### config.mk
export PLATFORM = sky130hd
export DESIGN_NAME = led_pattern_display_flat
export DESIGN_NICKNAME = d
export VERILOG_FILES = /design/src/rtl/led_pattern_display_pkg.sv /design/src/rtl/led_pattern_display_if.sv /design/src/rtl/led_pattern_display_tick_gen.sv /design/src/rtl/led_pattern_display.sv /design/src/flat_wrapper.sv
export SDC_FILE = /design/constraint.sdc
export NUM_CORES = 1
export LEC_CHECK = 0
export BUFFER_PORTS_ARGS = -buffer_cell sky130_fd_sc_hd__buf_2
export CAP_MARGIN = 30
export CELL_PAD_IN_SITES_DETAIL_PLACEMENT = 0
export CELL_PAD_IN_SITES_GLOBAL_PLACEMENT = 1
export CORE_UTILIZATION = 40
export DETAILED_ROUTE_END_ITERATION = 10
export PLACE_DENSITY_LB_ADDON = 0.1
export SLEW_MARGIN = 15
export SYNTH_ARGS = -nofsm -noshare
export SYNTH_HDL_FRONTEND = slang
export SYNTH_SLANG_ARGS = --single-unit
### constraint.sdc
create_clock -name clk -period 2.8 [get_ports clk]
set_input_delay 0.28 -clock clk [delete_from_list [all_inputs] [get_ports clk]]
set_output_delay 0.28 -clock clk [all_outputs]
set_load 0.01 [all_outputs]
### src/rtl/led_pattern_display_pkg.sv
// Shared encodings for the LED pattern display: mode selection and the
// direction flag used by the ping-pong and breathing patterns.
package led_display_pkg;

  localparam logic [1:0] MODE_COUNT    = 2'd0;
  localparam logic [1:0] MODE_RUN      = 2'd1;
  localparam logic [1:0] MODE_PINGPONG = 2'd2;
  localparam logic [1:0] MODE_BREATH   = 2'd3;

  localparam logic DIR_UP   = 1'b0;
  localparam logic DIR_DOWN = 1'b1;

endpackage

### src/rtl/led_pattern_display_if.sv
// Control and display signals of the LED pattern generator. The controller
// side (switches/debug register) is the master, the generator is the slave.
interface led_pattern_display_if #(
  parameter int LED_WIDTH = 8
);

  logic [1:0]           mode;
  logic [1:0]           speed;
  logic                 pause;
  logic [LED_WIDTH-1:0] led_data;
  logic                 step_tick;
  logic                 dbg_dir;

  modport master (
    output mode, speed, pause,
    input  led_data, step_tick, dbg_dir
  );

  modport slave (
    input  mode, speed, pause,
    output led_data, step_tick, dbg_dir
  );

endinterface

### src/rtl/led_pattern_display_tick_gen.sv
// Prescaler for the LED patterns: counts up to DELAY_TOP >> speed and
// raises a combinational step strobe on the cycle the count reaches top.
module led_tick_gen #(
  parameter int                     DELAY_WIDTH = 24,
  parameter logic [DELAY_WIDTH-1:0] DELAY_TOP   = 24'hFF_FFFF
) (
  input  logic       clk,
  input  logic       rst,
  input  logic       clear,
  input  logic       pause,
  input  logic [1:0] speed,
  output logic       step
);

  logic [DELAY_WIDTH-1:0] cnt;
  logic [DELAY_WIDTH-1:0] top;
  logic                   at_top;

  assign top    = DELAY_TOP >> speed;
  // >= rather than == so a speed increase mid-count fires at once.
  assign at_top = (cnt >= top);
  assign step   = !clear && !pause && at_top;

  always_ff @(posedge clk) begin
    if (rst || clear) begin
      cnt <= '0;
    end else if (!pause) begin
      if (at_top) cnt <= '0;
      else        cnt <= cnt + 1'b1;
    end
  end

endmodule

### src/rtl/led_pattern_display.sv
// Board-level heartbeat LED generator: binary count, running light,
// ping-pong and PWM breathing patterns, stepped by led_tick_gen.
module led_pattern_display
  import led_display_pkg::*;
#(
  parameter int                     LED_WIDTH   = 8,
  parameter int                     DELAY_WIDTH = 24,
  parameter logic [DELAY_WIDTH-1:0] DELAY_TOP   = 24'hFF_FFFF,
  parameter int                     DUTY_WIDTH  = 8
) (
  input logic                  clk,
  input logic                  rst,
  led_pattern_display_if.slave bus
);

  localparam int                    POS_W    = (LED_WIDTH > 1) ? $clog2(LED_WIDTH) : 1;
  localparam logic [POS_W-1:0]      POS_LAST = POS_W'(LED_WIDTH - 1);
  localparam logic [DUTY_WIDTH-1:0] DUTY_MAX = '1;

  logic [1:0]            mode_q;
  logic [LED_WIDTH-1:0]  led_q;
  logic                  tick_q;
  logic [POS_W-1:0]      pos;
  logic                  dir;
  logic [DUTY_WIDTH-1:0] duty;
  logic [DUTY_WIDTH-1:0] pwm_cnt;
  logic                  mode_chg;
  logic                  step;

  logic [POS_W-1:0]      pos_nxt;
  logic                  pp_dir_nxt;
  logic [LED_WIDTH-1:0]  onehot_nxt;
  logic [DUTY_WIDTH-1:0] duty_nxt;
  logic                  br_dir_nxt;

  assign mode_chg = (bus.mode != mode_q);

  led_tick_gen #(
    .DELAY_WIDTH (DELAY_WIDTH),
    .DELAY_TOP   (DELAY_TOP)
  ) u_tick_gen (
    .clk   (clk),
    .rst   (rst),
    .clear (mode_chg),
    .pause (bus.pause),
    .speed (bus.speed),
    .step  (step)
  );

  // Direction flips on arrival at an end, so each end is shown for one step.
  always_comb begin
    pos_nxt    = pos;
    pp_dir_nxt = dir;
    if (LED_WIDTH > 1) begin
      if (dir == DIR_UP) begin
        pos_nxt = pos + 1'b1;
        if (pos_nxt == POS_LAST) pp_dir_nxt = DIR_DOWN;
      end else begin
        pos_nxt = pos - 1'b1;
        if (pos_nxt == '0) pp_dir_nxt = DIR_UP;
      end
    end
  end

  assign onehot_nxt = LED_WIDTH'(1) << pos_nxt;

  always_comb begin
    duty_nxt   = duty;
    br_dir_nxt = dir;
    if (dir == DIR_UP) begin
      duty_nxt = duty + 1'b1;
      if (duty_nxt == DUTY_MAX) br_dir_nxt = DIR_DOWN;
    end else begin
      duty_nxt = duty - 1'b1;
      if (duty_nxt == '0) br_dir_nxt = DIR_UP;
    end
  end

  always_ff @(posedge clk) begin
    if (rst) begin
      mode_q  <= MODE_COUNT;
      led_q   <= '0;
      tick_q  <= 1'b0;
      pos     <= '0;
      dir     <= DIR_UP;
      duty    <= '0;
      pwm_cnt <= '0;
    end else if (mode_chg) begin
      mode_q  <= bus.mode;
      tick_q  <= 1'b0;
      pos     <= '0;
      dir     <= DIR_UP;
      duty    <= '0;
      pwm_cnt <= pwm_cnt + 1'b1;
      case (bus.mode)
        MODE_RUN, MODE_PINGPONG: led_q <= LED_WIDTH'(1);
        default:                 led_q <= '0;
      endcase
    end else if (bus.pause) begin
      tick_q <= 1'b0;
    end else begin
      tick_q  <= step;
      pwm_cnt <= pwm_cnt + 1'b1;
      case (mode_q)
        MODE_COUNT: begin
          if (step) led_q <= led_q + 1'b1;
        end
        MODE_RUN: begin
          if (step) led_q <= (led_q << 1) | (led_q >> (LED_WIDTH - 1));
        end
        MODE_PINGPONG: begin
          if (step) begin
            pos   <= pos_nxt;
            dir   <= pp_dir_nxt;
            led_q <= onehot_nxt;
          end
        end
        default: begin
          if (step) begin
            duty <= duty_nxt;
            dir  <= br_dir_nxt;
          end
          led_q <= (pwm_cnt < duty) ? '1 : '0;
        end
      endcase
    end
  end

  assign bus.led_data  = led_q;
  assign bus.step_tick = tick_q;
  assign bus.dbg_dir   = dir;

endmodule

### src/flat_wrapper.sv
// flat-port wrapper written by rule: the top's interface ports become plain ports
module led_pattern_display_flat import led_display_pkg::*;
#(
  parameter int                     LED_WIDTH   = 8,
  parameter int                     DELAY_WIDTH = 24,
  parameter logic [DELAY_WIDTH-1:0] DELAY_TOP   = 24'hFF_FFFF,
  parameter int                     DUTY_WIDTH  = 8
)
  (clk, rst, bus_mode, bus_speed, bus_pause, bus_led_data, bus_step_tick, bus_dbg_dir);
  led_pattern_display_if #(.LED_WIDTH(LED_WIDTH)) bus_i ();
  input logic clk;
  input logic rst;
  input wire logic [$bits(bus_i.mode)-1:0] bus_mode;
  input wire logic [$bits(bus_i.speed)-1:0] bus_speed;
  input wire logic [$bits(bus_i.pause)-1:0] bus_pause;
  output wire logic [$bits(bus_i.led_data)-1:0] bus_led_data;
  output wire logic [$bits(bus_i.step_tick)-1:0] bus_step_tick;
  output wire logic [$bits(bus_i.dbg_dir)-1:0] bus_dbg_dir;
  assign bus_i.mode = bus_mode;
  assign bus_i.speed = bus_speed;
  assign bus_i.pause = bus_pause;
  assign bus_led_data = bus_i.led_data;
  assign bus_step_tick = bus_i.step_tick;
  assign bus_dbg_dir = bus_i.dbg_dir;
  led_pattern_display #(.LED_WIDTH(LED_WIDTH), .DELAY_WIDTH(DELAY_WIDTH), .DELAY_TOP(DELAY_TOP), .DUTY_WIDTH(DUTY_WIDTH)) u_core (.clk(clk), .rst(rst), .bus(bus_i));
endmodule
### Word-level counts from Yosys, hierarchy flattened

Cells that the tools add are included.

* shifts and indexed selects: 2
* divide/modulo/power cells: 0
* add/subtract/negate cells: 7
* bitwise operators: 4
* magnitude comparators: 2
* multiply operators: 0
* reduce and logical (&&, ||, !) cells: 17
* eq/ne operators: 11
* mux-type cells: 22

Operator list (number)
* two-way mux 8 bit: 9
* adder 24 x 1 -> 24 bit, second input constant: 1
* adder 8 x 1 -> 8 bit, second input constant: 3
* >= comparator 24 bit: 1
* two-way mux 24 bit: 1
* one-hot mux 8 bit (3 select lines): 1
* right shift 24 x 2 -> 24 bit, first input constant: 1
* two-way mux 1 bit: 9
* inequality test 3 x 2 -> 1 bit, second input constant: 3
* AND reduction 3 bit: 3
* equality test 8 bit, second input constant: 1
* logical NOT 8 bit: 1
* < comparator 8 bit: 1
* OR 8 x 1 -> 8 bit: 1
* << shifter 1 x 3 -> 8 bit, first input constant: 1
* subtractor 8 x 1 -> 8 bit, second input constant: 1
* OR reduction 2 bit: 3
* OR reduction 3 bit: 2
* equality test 2 x 1 -> 1 bit, second input constant: 2
* equality test 2 bit, second input constant: 2
* AND reduction 4 bit: 1
* adder 3 x 1 -> 3 bit, second input constant: 1
* equality test 3 bit, second input constant: 1
* logical NOT 3 bit: 1
* other kinds (10): 14

* register bits after elaboration: 55
* memory bits (writable): 0
* input bits: 7
* ROM bits: 0
* bits in latches: 0
* output and inout bits: 10
* logic and storage cells: 73
* memories kept: 0

### Logic depth before layout (Yosys ltp)

Gate-level depths: netlist of run 1.

* depth in word-level cells: 8
* depth in mapped cells: 9
* mapped depth without buffers: 7

### Modules after synthesis

A second synthesis of run 1 with hierarchy kept.

* cells, all modules: 420
* area, all modules: 3480.8 sq um

Modules (own cells, without submodules)
* led_pattern_display: instances 1, cells an instance 283, area an instance 2250.9 sq um, seq. area each 620.6 sq um
* led_tick_gen: instances 1, cells an instance 137, area an instance 1229.9 sq um, seq. area each 480.5 sq um

### Least setup slack after synthesis of run 1

Ideal clock, no wire load.

* path kind: input to register
* start: in bus_speed[0]
* end: reg u_core.duty[2]
* setup time: 0.132 ns
* arrival: 2.038 ns
* stages: 9
* setup slack: 0.629 ns
* buffers on the path: 2
* data required time: 2.668 ns
* path through: or2_2 -> ha_1 -> and4_1 -> nand4b_1 -> o21a_1 -> buf_2 -> buf_2 -> o31ai_1 -> a21oi_1

* word-level cells in the longest chain between the ends: 4

RTL lines
* from (decl): line flat_wrapper.sv:14 `input wire logic [$bits(bus_i.speed)-1:0] bus_speed;`
* right shift 24 x 2 -> 24 bit: line led_pattern_display_tick_gen.sv:19 `assign top = DELAY_TOP >> speed;`
* >= comparator 24 bit: line led_pattern_display_tick_gen.sv:21 `assign at_top = (cnt >= top);`
* logical AND 1 bit: line led_pattern_display_tick_gen.sv:22 `assign step = !clear && !pause && at_top;`
* AND reduction 3 bit (no source line)
* to (signal assigned): line led_pattern_display.sv:120 `duty <= duty_nxt;`
* to (decl): line led_pattern_display.sv:25 `logic [DUTY_WIDTH-1:0] duty;`

Every way passes these cells.
A chain may end at the register's enable or synchronous reset.

### Final worst setup path of run 1

* start: reg u_core.pos[0]
* end: reg u_core.led_q[4], in the netlist u_core.bus.led_data[4]

* word-level cells in the longest chain between the ends: 7
* elaborated cells between the ends (all ways): 8
* classes of those cells: add/sub: 2; shift: 1; mux: 5

RTL lines
* from (decl): line led_pattern_display.sv:23 `logic [POS_W-1:0] pos;`
* from (signal assigned): line led_pattern_display.sv:113 `pos <= pos_nxt;`
* adder 3 x 1 -> 3 bit / subtractor 3 x 1 -> 3 bit (equally long branches): line led_pattern_display.sv:56, led_pattern_display.sv:59
* two-way mux 3 bit *: line led_pattern_display.sv:55 `if (dir == DIR_UP) begin`
* << shifter 1 x 3 -> 8 bit *: line led_pattern_display.sv:65 `assign onehot_nxt = LED_WIDTH'(1) << pos_nxt;`
* two-way mux 8 bit *: line led_pattern_display.sv:112 `if (step) begin`
* one-hot mux 8 bit (3 select lines) *: line led_pattern_display.sv:104 `case (mode_q)`
* two-way mux 8 bit *: line led_pattern_display.sv:99 `end else if (bus.pause) begin`
* two-way mux 8 bit *: line led_pattern_display.sv:88 `end else if (mode_chg) begin`
* to (signal assigned): line led_pattern_display.sv:106 `if (step) led_q <= led_q + 1'b1;`
* to (signal assigned): line led_pattern_display.sv:109 `if (step) led_q <= (led_q << 1) | (led_q >> (LED_WIDTH - 1));`
* to (signal assigned): line led_pattern_display.sv:115 `led_q <= onehot_nxt;`
* to (decl): line led_pattern_display.sv:21 `logic [LED_WIDTH-1:0] led_q;`

Every way passes the cells marked *; elsewhere a longest branch is shown, timed or not. The select of a mux whose other input is x is not followed.

==> run metrics, run 1 <==
H-tree levels 2; antenna cells 0; Comb power frac 7.8%; Post-CTS Setup Bufs 0; Worst Path Buf+Inv 1; Switching Share 24.6%; Post-synth EDFFs 0; Tmin final 2410 ps; final WL 8.07 mm; pwr dens 384 nW/um^2; Seq/Total Area, Yosys 31.7%; first-pass GRT wire length 13.6 mm; Yosys cell types just under 60; DRC 0; Reg power frac 55.4%; hpwl dp 5.82 mm; Final nets 450; Die H 95.2 um; Setup CP Type flop to flop; Clock Tree Buf Depth 2; crit share post-route 86.2%; TritonCTS Buffers 5; Die X 95.2 um; CP delay by family, top compound AO/OA/AOI/OAI gates; Max Cap Viol 0; largest net degree at the start of global routing 27; Via density approximately 5.7; cts repair resizes 0; Req. time, crit path 3060 ps; ys async rst share 0%; per-cell routed wire length 15.3 um; slowest CP cell a2111oi_0; root buf cell clkbuf_8; Die Area 9060 sq um; CTS tree done; setup TNS 0 ps; nature of the critical path endpoint flop; Finished Core Util 45.8%; DR pass1 iterations 4; status finished, final reports clean; # IOs 17; area grow syn2layout 9.40%; cells after synthesis 408; grt ovf 0; core area 8300 sq um; Hold WC Path Type primary input to flop; Synth Cell Area 3470 sq um; CP startpoint kind flop; max_slew headroom 57.3%; layout cells sized above 1 between 10% and 20%; Max VDD drop 0.000184 V; Antenna Nets Post-Route 0; GRT Overall Usage a little under a fifth; Starting Density between 40% and 50%; Post-Syn Area per Cell 8.51 sq um; register bit total from synthesis 55; Switch Pwr 358 uW; I/O Buffers 16; initial antenna violation count 0; hold_buf cts 0; vias in the first global route between 2k and 3k; RSZ-0062 raised after global routing false; Via Count 2,978; latest clock arrival within the worst-skew pair between 300 and 400 ps; Lkg Pwr 0.00136 uW; cell internal pwr 1100 uW; Slew Limit Fails 0; Hold Vio Cnt, Final 0; Worst Skew between 8 and 9 ps; row count 33; slew at the pin closest to its max-slew limit between 600 and 700 ps; FMAX 414 MHz; Worst Path Max Fanout 8; Critical Path AT between 2000 and 3000 ps; critical path cell sequence inv_1, ha_1, mux2i_1, xnor2_1, nand4_1, a2111oi_0, a211o_1; Crit path largest cell delay 520 ps; CTS Sinks 55; global placement routability congestion 0.796; Syn. warnings 0; Mapped Nets roughly 440; Top FF cell, synth dfxtp_1; clock slew at reported path FFs 100 ps; Final Setup Violations 0; initial drt markers 135; Clock Power Share 36.8%
[cell type report]
cell class | instances | area, sq um
clock inverters | 2 | 37.5
flip-flops and latches | 55 | 1100
repair buffers | 28 | 183
multi-input cells | 317 | 2220
inverters | 15 | 56.3
fillers | 833 | 4500
well taps | 105 | 131
clock buffers | 5 | 68.8
[per-stage QoR]
stage | cell area (sq um) | total power [uW] | instances | hold WS, ps | setup WS, ps
6_report | 3800 | 1460 | 527 | 277 | 385
5_1_grt | 3800 | 1520 | 527 | 262 | 224
4_1_cts | 3800 | 1480 | 527 | 261 | 450
3_5_place_dp | 3690 | 940 | 520 | 507 | 378
3_3_place_gp | 3690 | 939 | 520 | 489 | 412
2_1_floorplan | 3470 | 904 | 408 | 352 | 629
[flip-flops by register name (all words and copies together) (netlist names)]
register               cells
u_core.bus.dbg_dir         1
u_core.bus.led_data        8
u_core.bus.step_tick       1
u_core.duty                8
u_core.mode_q              2
u_core.pos                 3
u_core.pwm_cnt             8
u_core.u_tick_gen.cnt     24
[metal layers]
metal,share of wire [%],GRT usage (%),up-vias,routed length [um]
li1,-,-,1532,-
met5,0,0,-,0
met1,51,26.8,1400,4100
met2,46,30.5,40,3690
met4,0.87,4.17,0,70
met3,2.7,3.03,6,214
[synth_stat cells, drive strengths merged (3+ instances only)]
| master | number | area share [%] |
|---|---|---|
| a2111oi | 5 | 1.8 |
| a211o | 8 | 2.1 |
| a211oi | 3 | 0.65 |
| a21o | 3 | 0.65 |
| a21oi | 19 | 2.7 |
| a31oi | 5 | 0.90 |
| a32oi | 3 | 0.76 |
| and3 | 7 | 1.3 |
| and4 | 8 | 2.0 |
| buf | 13 | 1.8 |
| clkbuf | 8 | 0.86 |
| dfxtp | 55 | 32 |
| ha | 21 | 7.6 |
| inv | 15 | 1.6 |
| mux2i | 6 | 1.7 |
| nand2 | 13 | 1.4 |
| nand2b | 4 | 0.72 |
| nand3 | 21 | 3.2 |
| nand3b | 3 | 0.65 |
| nand4 | 16 | 2.9 |
| nand4b | 4 | 1.0 |
| nor2 | 49 | 5.3 |
| nor2b | 7 | 1.3 |
| nor3 | 6 | 1.0 |
| nor3b | 3 | 0.65 |
| nor4 | 4 | 0.72 |
| o21ai | 10 | 1.4 |
| o31ai | 10 | 2.2 |
| or4 | 9 | 2.1 |
| xnor2 | 18 | 4.5 |
| xor2 | 25 | 6.3 |
[worst paths after layout]
| check | start | end | slack (ps) | cells after the start |
|---|---|---|---|---|
| hold / removal | bus_mode[1] | u_core.mode_q[1] | 280 | 2 |
| setup / recovery | u_core.pos[0] | u_core.bus.led_data[4] | 390 | 7 |
| setup reg to reg | u_core.pos[0] | u_core.bus.led_data[4] | 390 | 7 |
| hold reg to reg | u_core.u_tick_gen.cnt[19] | u_core.u_tick_gen.cnt[19] | 520 | 2 |
[logic make-up after synthesis]
group / after synthesis / share of synthesized area (%)
adders and majority gates: 21 / 7.56
muxes: 7 / 2.05
AOI/OAI and AO/OA: 84 / 17.8
and+or+nand+nor: 162 / 25.8
buffers and inverters: 36 / 4.32
xor gates and xnor gates: 43 / 10.8
DFF: 55 / 31.7
[cells in the final DEF, fill, tap and decap left out, drive strengths merged, types with 3 or more instances in the layout]
master,synthesis,routed
a21oi,19,19
and4,8,8
or4,9,9
o21ai,10,10
a21o,3,3
nand2b,4,4
a211o,8,8
a2111oi,5,5
nor3,6,6
o31ai,10,10
a32oi,3,3
a31oi,5,5
dfxtp,55,55
ha,21,21
buf,13,28
nor2b,7,7
inv,15,15
xor2,25,25
nor2,49,49
and3,7,7
nand2,13,13
nand3,21,21
a211oi,3,3
nand4,16,16
nor4,4,4
xnor2,18,18
nor3b,3,3
mux2i,6,6
clkbuf,8,5
nand3b,3,3
nand4b,4,4
[power by group through the flow]
stage / sequential (uW) / combinational [uW] / clock [uW]
2_1_floorplan: 820 / 84.3 / 0
5_1_grt: 808 / 129 / 586
3_5_place_dp: 825 / 115 / 0
4_1_cts: 807 / 116 / 555
6_report: 807 / 114 / 537
3_3_place_gp: 825 / 114 / 0
No activity file was read; power rests on OpenSTA's default activity.
==> inputs of run 2 (changes only) <==
--- a/config.mk
+++ b/config.mk
@@ -11,7 +11,8 @@
 export CELL_PAD_IN_SITES_GLOBAL_PLACEMENT = 1
 export CORE_UTILIZATION = 40
 export DETAILED_ROUTE_END_ITERATION = 10
-export PLACE_DENSITY_LB_ADDON = 0.1
+export PLACE_DENSITY_LB_ADDON = 0.08
+export SETUP_SLACK_MARGIN = 0.5
 export SLEW_MARGIN = 15
 export SYNTH_ARGS = -nofsm -noshare
 export SYNTH_HDL_FRONTEND = slang
==> run 2 against run 1 <==
Effect of this change: total power decreased by 3.0%; die area unchanged; core utilization increased by 0.075 points; fmax increased by 12%; worst setup slack improved by 270 ps; non-clock buffer count unchanged; global-route usage decreased by 0.74 points; sequential cell count unchanged; critical path depth unchanged; first-iteration DRC count decreased by 36%; worst hold slack got worse by 4.1 ps; sequential power about the same.
==> run metrics, run 2 (same netlist as run 1, synthesis figures left out) <==
status finished, final reports clean; root buf cell clkbuf_8; crit share post-route 76.7% (-9.6 points); Max VDD drop 0.000257 V (+40%); setup TNS 0 ps (unchanged); hold_buf cts 0 (unchanged); row count 33 (unchanged); first-pass GRT wire length 13.1 mm (-3.4%); # IOs 17 (unchanged); Antenna Nets Post-Route 0 (unchanged); nature of the critical path endpoint flop; Hold Vio Cnt, Final 0 (unchanged); RSZ-0062 raised after global routing false; Die H 95.2 um (unchanged); FMAX 466 MHz (+12%); Filler Cell Count 806 (-3.2%); GRT Overall Usage 18.3% (-0.74 points); initial drt markers 86 (-36%); Die X 95.2 um (unchanged); commonest non-fill, non-tap cells in the layout dfxtp_1, nor2_1, xor2_1, ha_1, nand3_1; Clock Power Share 34.7% (-2.1 points); Comb power frac 8.0% (+0.2 points); TritonCTS Buffers 5 (unchanged); Slew Limit Fails 0 (unchanged); CTS tree done; Critical Path AT 2380 ps (-300 ps); Clock Tree Buf Depth 2 (unchanged); DR pass1 iterations 4 (unchanged); Final nets 450 (unchanged); slew at the pin closest to its max-slew limit 617 ps (-23.9 ps); commonest non-fill, non-tap cell in the layout dfxtp_1; Via Count 2,943 (-1.2%); vias in the first global route 2,627 (-5.3%); I/O Buffers 16 (unchanged); dpl cell area 3690 sq um (unchanged); layout cells sized above 1 12.3% (+1.2 points); cell internal pwr 1050 uW (-4.9%); Switching Share 26.0% (+1.5 points); antenna cells 0 (unchanged); Via density 5.57 (-1.4%); per-cell routed wire length 14.9 um (-2.7%); CTS Sinks 55 (unchanged); Worst Path Max Fanout 7 (-1); Final Setup Violations 0 (unchanged); latest clock arrival within the worst-skew pair 310 ps (about the same); Worst Skew 3.57 ps (-4.50 ps); initial antenna violation count 0 (unchanged); Storage cell area 1100 sq um (+0.23%); pre-CTS setup slack 385 ps (+6.57 ps); Switch Pwr 368 uW (+2.7%); max_slew headroom 58.7% (+1.4 points); H-tree levels 2 (unchanged); hpwl dp 5.67 mm (-2.5%); multi-input combinational cell area 2230 sq um (+0.45%); Req. time, crit path 3030 ps (-30 ps); pwr dens 371 nW/um^2 (-3.2%); Lkg Pwr 0.00136 uW (+0.31%); global placement routability congestion 0.788 (-0.98%); Hold WC Path Type primary input to flop; Setup CP Type flop to flop; largest net degree at the start of global routing 27 (unchanged); core area 8300 sq um (unchanged); area grow syn2layout 9.58%; design area 3810 sq um (+0.16%); clock slew at reported path FFs 110 ps (about the same); CP startpoint kind flop; Worst Slack Setup Final 653 ps (+268 ps); DRC 0 (unchanged); grt ovf 0 (unchanged); max reg flops 24 (unchanged); final WL 7.86 mm (-2.5%); Max Cap Viol 0 (unchanged); Die Area 9060 sq um (unchanged); Starting Density 41.9% (unchanged); Reg power frac 57.2% (+1.8 points); Tmin final 2150 ps (-268 ps); Largest Register u_core.u_tick_gen.cnt
## run 2: cell count changes in the layout (fill, tap and decap cells not counted), moves of 2 or more
cell | previous run | this run
inv_6 | 0 | 2
a2111oi_1 | 0 | 2
dfxtp_2 | 0 | 2
dfxtp_1 | 55 | 53
a2111oi_0 | 4 | 2
## run 2: layer usage
layer  wire length (um)  GRT usage [%]  vias to the layer above  part of all wire (%)
met4                 61           4.17                        0                  0.78
li1                   -              -                     1528                     -
met1               4080           26.5                     1384                    52
met2               3560           28.5                       26                    45
met5                  0              0                        -                     0
met3                163           2.71                        5                   2.1
## run 2: critical path, cell delays in order, from the launching register on
cell and delay [ps]:
dfxtp_1 460, inv_1 90, ha_1 300, a211oi_1 250
nor2_1 100, a2111o_1 430, and4_1 210, a211oi_1 220
## run 2: per-stage QoR
| step | hold slack (ps) | util, % | instances | power, uW |
|---|---|---|---|---|
| after floorplan | 352 | - | 408 | 904 |
| after global placement | 492 | 44.5 | 520 | 938 |
| after detailed placement | 505 | 44.5 | 520 | 940 |
| after CTS | 259 | 45.7 | 528 | 1440 |
| after global routing | 261 | 45.9 | 528 | 1480 |
| final | 273 | 45.9 | 528 | 1410 |
## run 2: path summary, 6_finish.rpt
check / start / end / slack (ps) / cells past startpoint
min: bus_mode[1] / u_core.mode_q[1] / 270 / 2
min reg2reg: u_core.u_tick_gen.cnt[8] / u_core.u_tick_gen.cnt[8] / 530 / 2
max reg2reg: u_core.duty[5] / u_core.bus.led_data[0] / 650 / 7
max: u_core.duty[5] / u_core.bus.led_data[0] / 650 / 7
## run 2: timing repair
item	4_1_cts	5_1_grt
resized for setup	0	6
endpoints found under the setup margin	0	8
buffers inserted	0	0
## run 2: cell type report
class	count	area share, %
clock buffer	6	2.17
sequential	55	29.0
inverter	15	1.48
timing repair buffer	28	4.80
clock inverter	2	0.460
tap	105	3.45
multi-input combinational	317	58.6
## run 2: power groups by stage
stage	registers [uW]	logic (uW)	clock network, uW
after global routing	811	128	543
after CTS	809	114	517
after global placement	826	112	0
after detailed placement	826	113	0
final	809	114	491
after floorplan	820	84.3	0
==> inputs of run 3 (changes only) <==
--- a/config.mk
+++ b/config.mk
@@ -5,6 +5,7 @@
 export SDC_FILE = /design/constraint.sdc
 export NUM_CORES = 1
 export LEC_CHECK = 0
+export ABC_AREA = 1
 export BUFFER_PORTS_ARGS = -buffer_cell sky130_fd_sc_hd__buf_2
 export CAP_MARGIN = 30
 export CELL_PAD_IN_SITES_DETAIL_PLACEMENT = 0
==> constraint.sdc (replaced) <==
create_clock -name clk -period 2.04 [get_ports clk]
set_input_delay 0.204 -clock clk [delete_from_list [all_inputs] [get_ports clk]]
set_output_delay 0.204 -clock clk [all_outputs]
set_load 0.01 [all_outputs]
==> run 3 against run 2 <==
Effect of this change: the run now ends with DRC left; core utilization increased by 12 points; cell count increased by 39%; worst setup slack got worse by 280 ps; sequential power increased by 35%; global-route usage increased by 2.3 points; die area increased by 6.0%.
==> run metrics, run 3 <==
status complete, but fails checks; violated checks DRC; pre-CTS setup slack 133 ps (-251 ps); initial antenna violation count 0 (unchanged); CP Launch Point u_core.u_tick_gen.cnt[22]; Die Area 9600 sq um (+6.0%); total power 2030 uW (+44%); Hold WC Path Type primary input to flop; # IOs 17 (unchanged); Yosys cell types 42 (-29%); Critical Path AT 1880 ps (-500 ps); RSZ-0062 raised after global routing true; largest net degree at the start of global routing 18 (-33%); Worst Reg2Reg Path Length in Cells 8 (+1); Tmin final 1670 ps (-481 ps); Worst Path Max Fanout 8 (+1); hpwl dp 6.59 mm (+16%); CTS tree done; Syn. warnings 0 (unchanged); simple-gate share of the synthesized area 39.2% (+13 points); Post-Syn Area per Cell 6.63 sq um (-22%); CP startpoint kind flop; pwr dens 402 nW/um^2 (+8.2%); TritonCTS Buffers 5 (unchanged); Antenna Nets Post-Route 0 (unchanged); Synth Area in Compound Gates 10.1% (-7.7 points); largest family of logic cells by synthesized area simple AND/OR/NAND/NOR gates; row count 34 (+3.0%); area grow syn2layout 37.4%; Req. time, crit path 2260 ps (-770 ps); largest area contributor in the netlist dfxtp_1; vias in the first global route 3,416 (+30%); nature of the critical path endpoint flop; max_slew headroom 71.1% (+12 points); Max Cap Viol 0 (unchanged); slowest CP cell dfxtp_2; Via density 5.10 (-8.4%); commonest non-fill, non-tap cells in the layout nand2_1, nor2_1, inv_1, buf_4, a21oi_1; latest clock arrival within the worst-skew pair 320 ps (about the same); antenna cells 0 (unchanged); Lkg Pwr 0.00216 uW (+59%); Largest Register u_core.u_tick_gen.cnt; grt ovf 0 (unchanged); CP delay by family, top simple AND/OR/NAND/NOR gates; Die X 98.0 um (+2.9%); share of the synthesized area in the top cell type 29.9% (-1.8 points); Max VDD drop 0.000255 V (-0.52%); DR pass1 iterations 7 (+3); Final Setup Violations 0 (unchanged); final WL 10.0 mm (+27%); CP Capture Point u_core.duty[2]; multiplexer area fraction after synthesis 0% (-2.1 points); Via Count 3,751 (+27%); r2r setup slk 370 ps (-280 ps); layout cells sized above 1 39.1% (+27 points); Crit path largest cell delay 360 ps (-100 ps); Hold Vio Cnt, Final 0 (unchanged); Seq/Total Area, Yosys 29.9% (-1.8 points); FMAX 600 MHz (+29%); r2r startpoint u_core.u_tick_gen.cnt[22]; Post-synth EDFFs 0 (unchanged); routed wl met3 337 um (+110%); hold path cells 3 (+1); Synth Cell Area 3680 sq um (+6.1%); Synth Area in Adders 7.13% (-0.43 points); top-count cell post-synth nand2_1; register bit total from synthesis 55 (unchanged); global placement routability congestion 0.879 (+11%); core area 8810 sq um (+6.1%); Post-Synth XOR/XNOR Area 4.96% (-5.9 points); cells after synthesis 556 (+36%); first-pass GRT wire length 16.1 mm (+23%); critical path cell sequence ha_4, nand4_1, nor2_2, nand2_4, nand2_8, nand4_4, o21ai_2, a21oi_1; DRC 1 (+1); root buf cell clkbuf_8; per-cell routed wire length 13.6 um (-8.5%); Worst Skew 10.9 ps (+7.36 ps); initial drt markers 94 (+9.3%); commonest non-fill, non-tap cell in the layout nand2_1; setup TNS 0 ps (unchanged); met2 WL 4.92 mm (+38%); Top FF cell, synth dfxtp_1; WP depth 8 (+1); Finished Core Util 57.5% (+12 points); Slew Limit Fails 0 (unchanged); top sig layer met4; synth top area cells dfxtp_1, nand2_1, nor2_1, ha_1, inv_1; Die H 98.0 um (+2.9%); clock slew at reported path FFs 110 ps (about the same); Worst Path Buf+Inv 0 (-1); GRT Overall Usage 20.7% (+2.3 points); crit share post-route 81.7% (+5.0 points); CTS Sinks 55 (unchanged); H-tree levels 2 (unchanged); Mapped Nets 584 (+34%); worst reg2reg endpoint u_core.duty[2]; M1 WL 4.67 mm (+15%); slew at the pin closest to its max-slew limit 430 ps (-187 ps); Starting Density 41.8% (about the same); Worst Slack Setup Final 374 ps (-279 ps); ys async rst share 0% (unchanged); Filler Cell Count 817 (+1.4%); Final nets 654 (+45%); max reg flops 24 (unchanged); Clock Tree Buf Depth 2 (unchanged); commonest cells in the netlist nand2_1, nor2_1, inv_1; Setup CP Type flop to flop; I/O Buffers 16 (unchanged)
run 3: timing repair:
action / in CTS / in global routing
pin swaps: 16 / 53
endpoints found under the setup margin: 45 / 47
resized for setup: 80 / 99
cloned: 3 / 2
hold buffers: 0 / 0
buffers inserted: 23 / 21
run 3: area by class of cell:
type	instances	area [sq um]	area share (%)
Timing Repair Buffer	68	519	10.3
Sequential cell	55	1160	23.0
Clock buffer	6	82.6	1.63
Inverter	67	270	5.34
Multi-Input combinational cell	429	2880	56.8
Tap cell	108	135	2.67
Clock inverter	2	15.0	0.297
run 3: worst min-delay path by stage:
stage	end	from	slack (ps)
finish	u_core.mode_q[0]	bus_mode[0]	160
CTS	u_core.mode_q[1]	bus_mode[1]	150
detailed placement	u_core.mode_q[1]	bus_mode[1]	490
floorplan	u_core.mode_q[0]	bus_mode[0]	330
global route	u_core.mode_q[1]	bus_mode[1]	180
global placement	u_core.mode_q[1]	bus_mode[1]	480
run 3: power by group:
group	leakage (uW)	internal [uW]	switching (uW)	total [uW]
logic	0.00165	99.1	166	265
registers	0.000462	1080	18.7	1090
clock network	0.0000517	280	393	673
total	0.00216	1460	578	2030
run 3: cell families (layout without fill, tap and decap cells):
kind of cell | count (synthesis) | count (layout)
xor gates and xnor gates | 20 | 20
buffers and inverters | 77 | 143
adders and majority gates | 21 | 21
and+or+nand+nor | 316 | 321
DFF | 55 | 55
AOI/OAI and AO/OA | 67 | 67
run 3: metal layers:
metal / up-vias / track usage, %
met4: 0 / 4.90
met2: 54 / 35.3
met3: 9 / 2.86
li1: 1924 / -
met5: - / 0
met1: 1764 / 27.5
run 3: worst min-delay path, stage by stage:
cell and delay (ps):
buf_2 130, inv_1 80, nor2_1 40
run 3: through the flow:
| stage | cell area [sq um] | hold slack, ps | instances |
|---|---|---|---|
| 3_3_place_gp | 3940 | 479 | 678 |
| 6_report | 5060 | 156 | 735 |
| 2_1_floorplan | 3740 | 329 | 556 |
| 3_5_place_dp | 3940 | 485 | 678 |
| 5_1_grt | 5060 | 179 | 735 |
| 4_1_cts | 4510 | 145 | 712 |
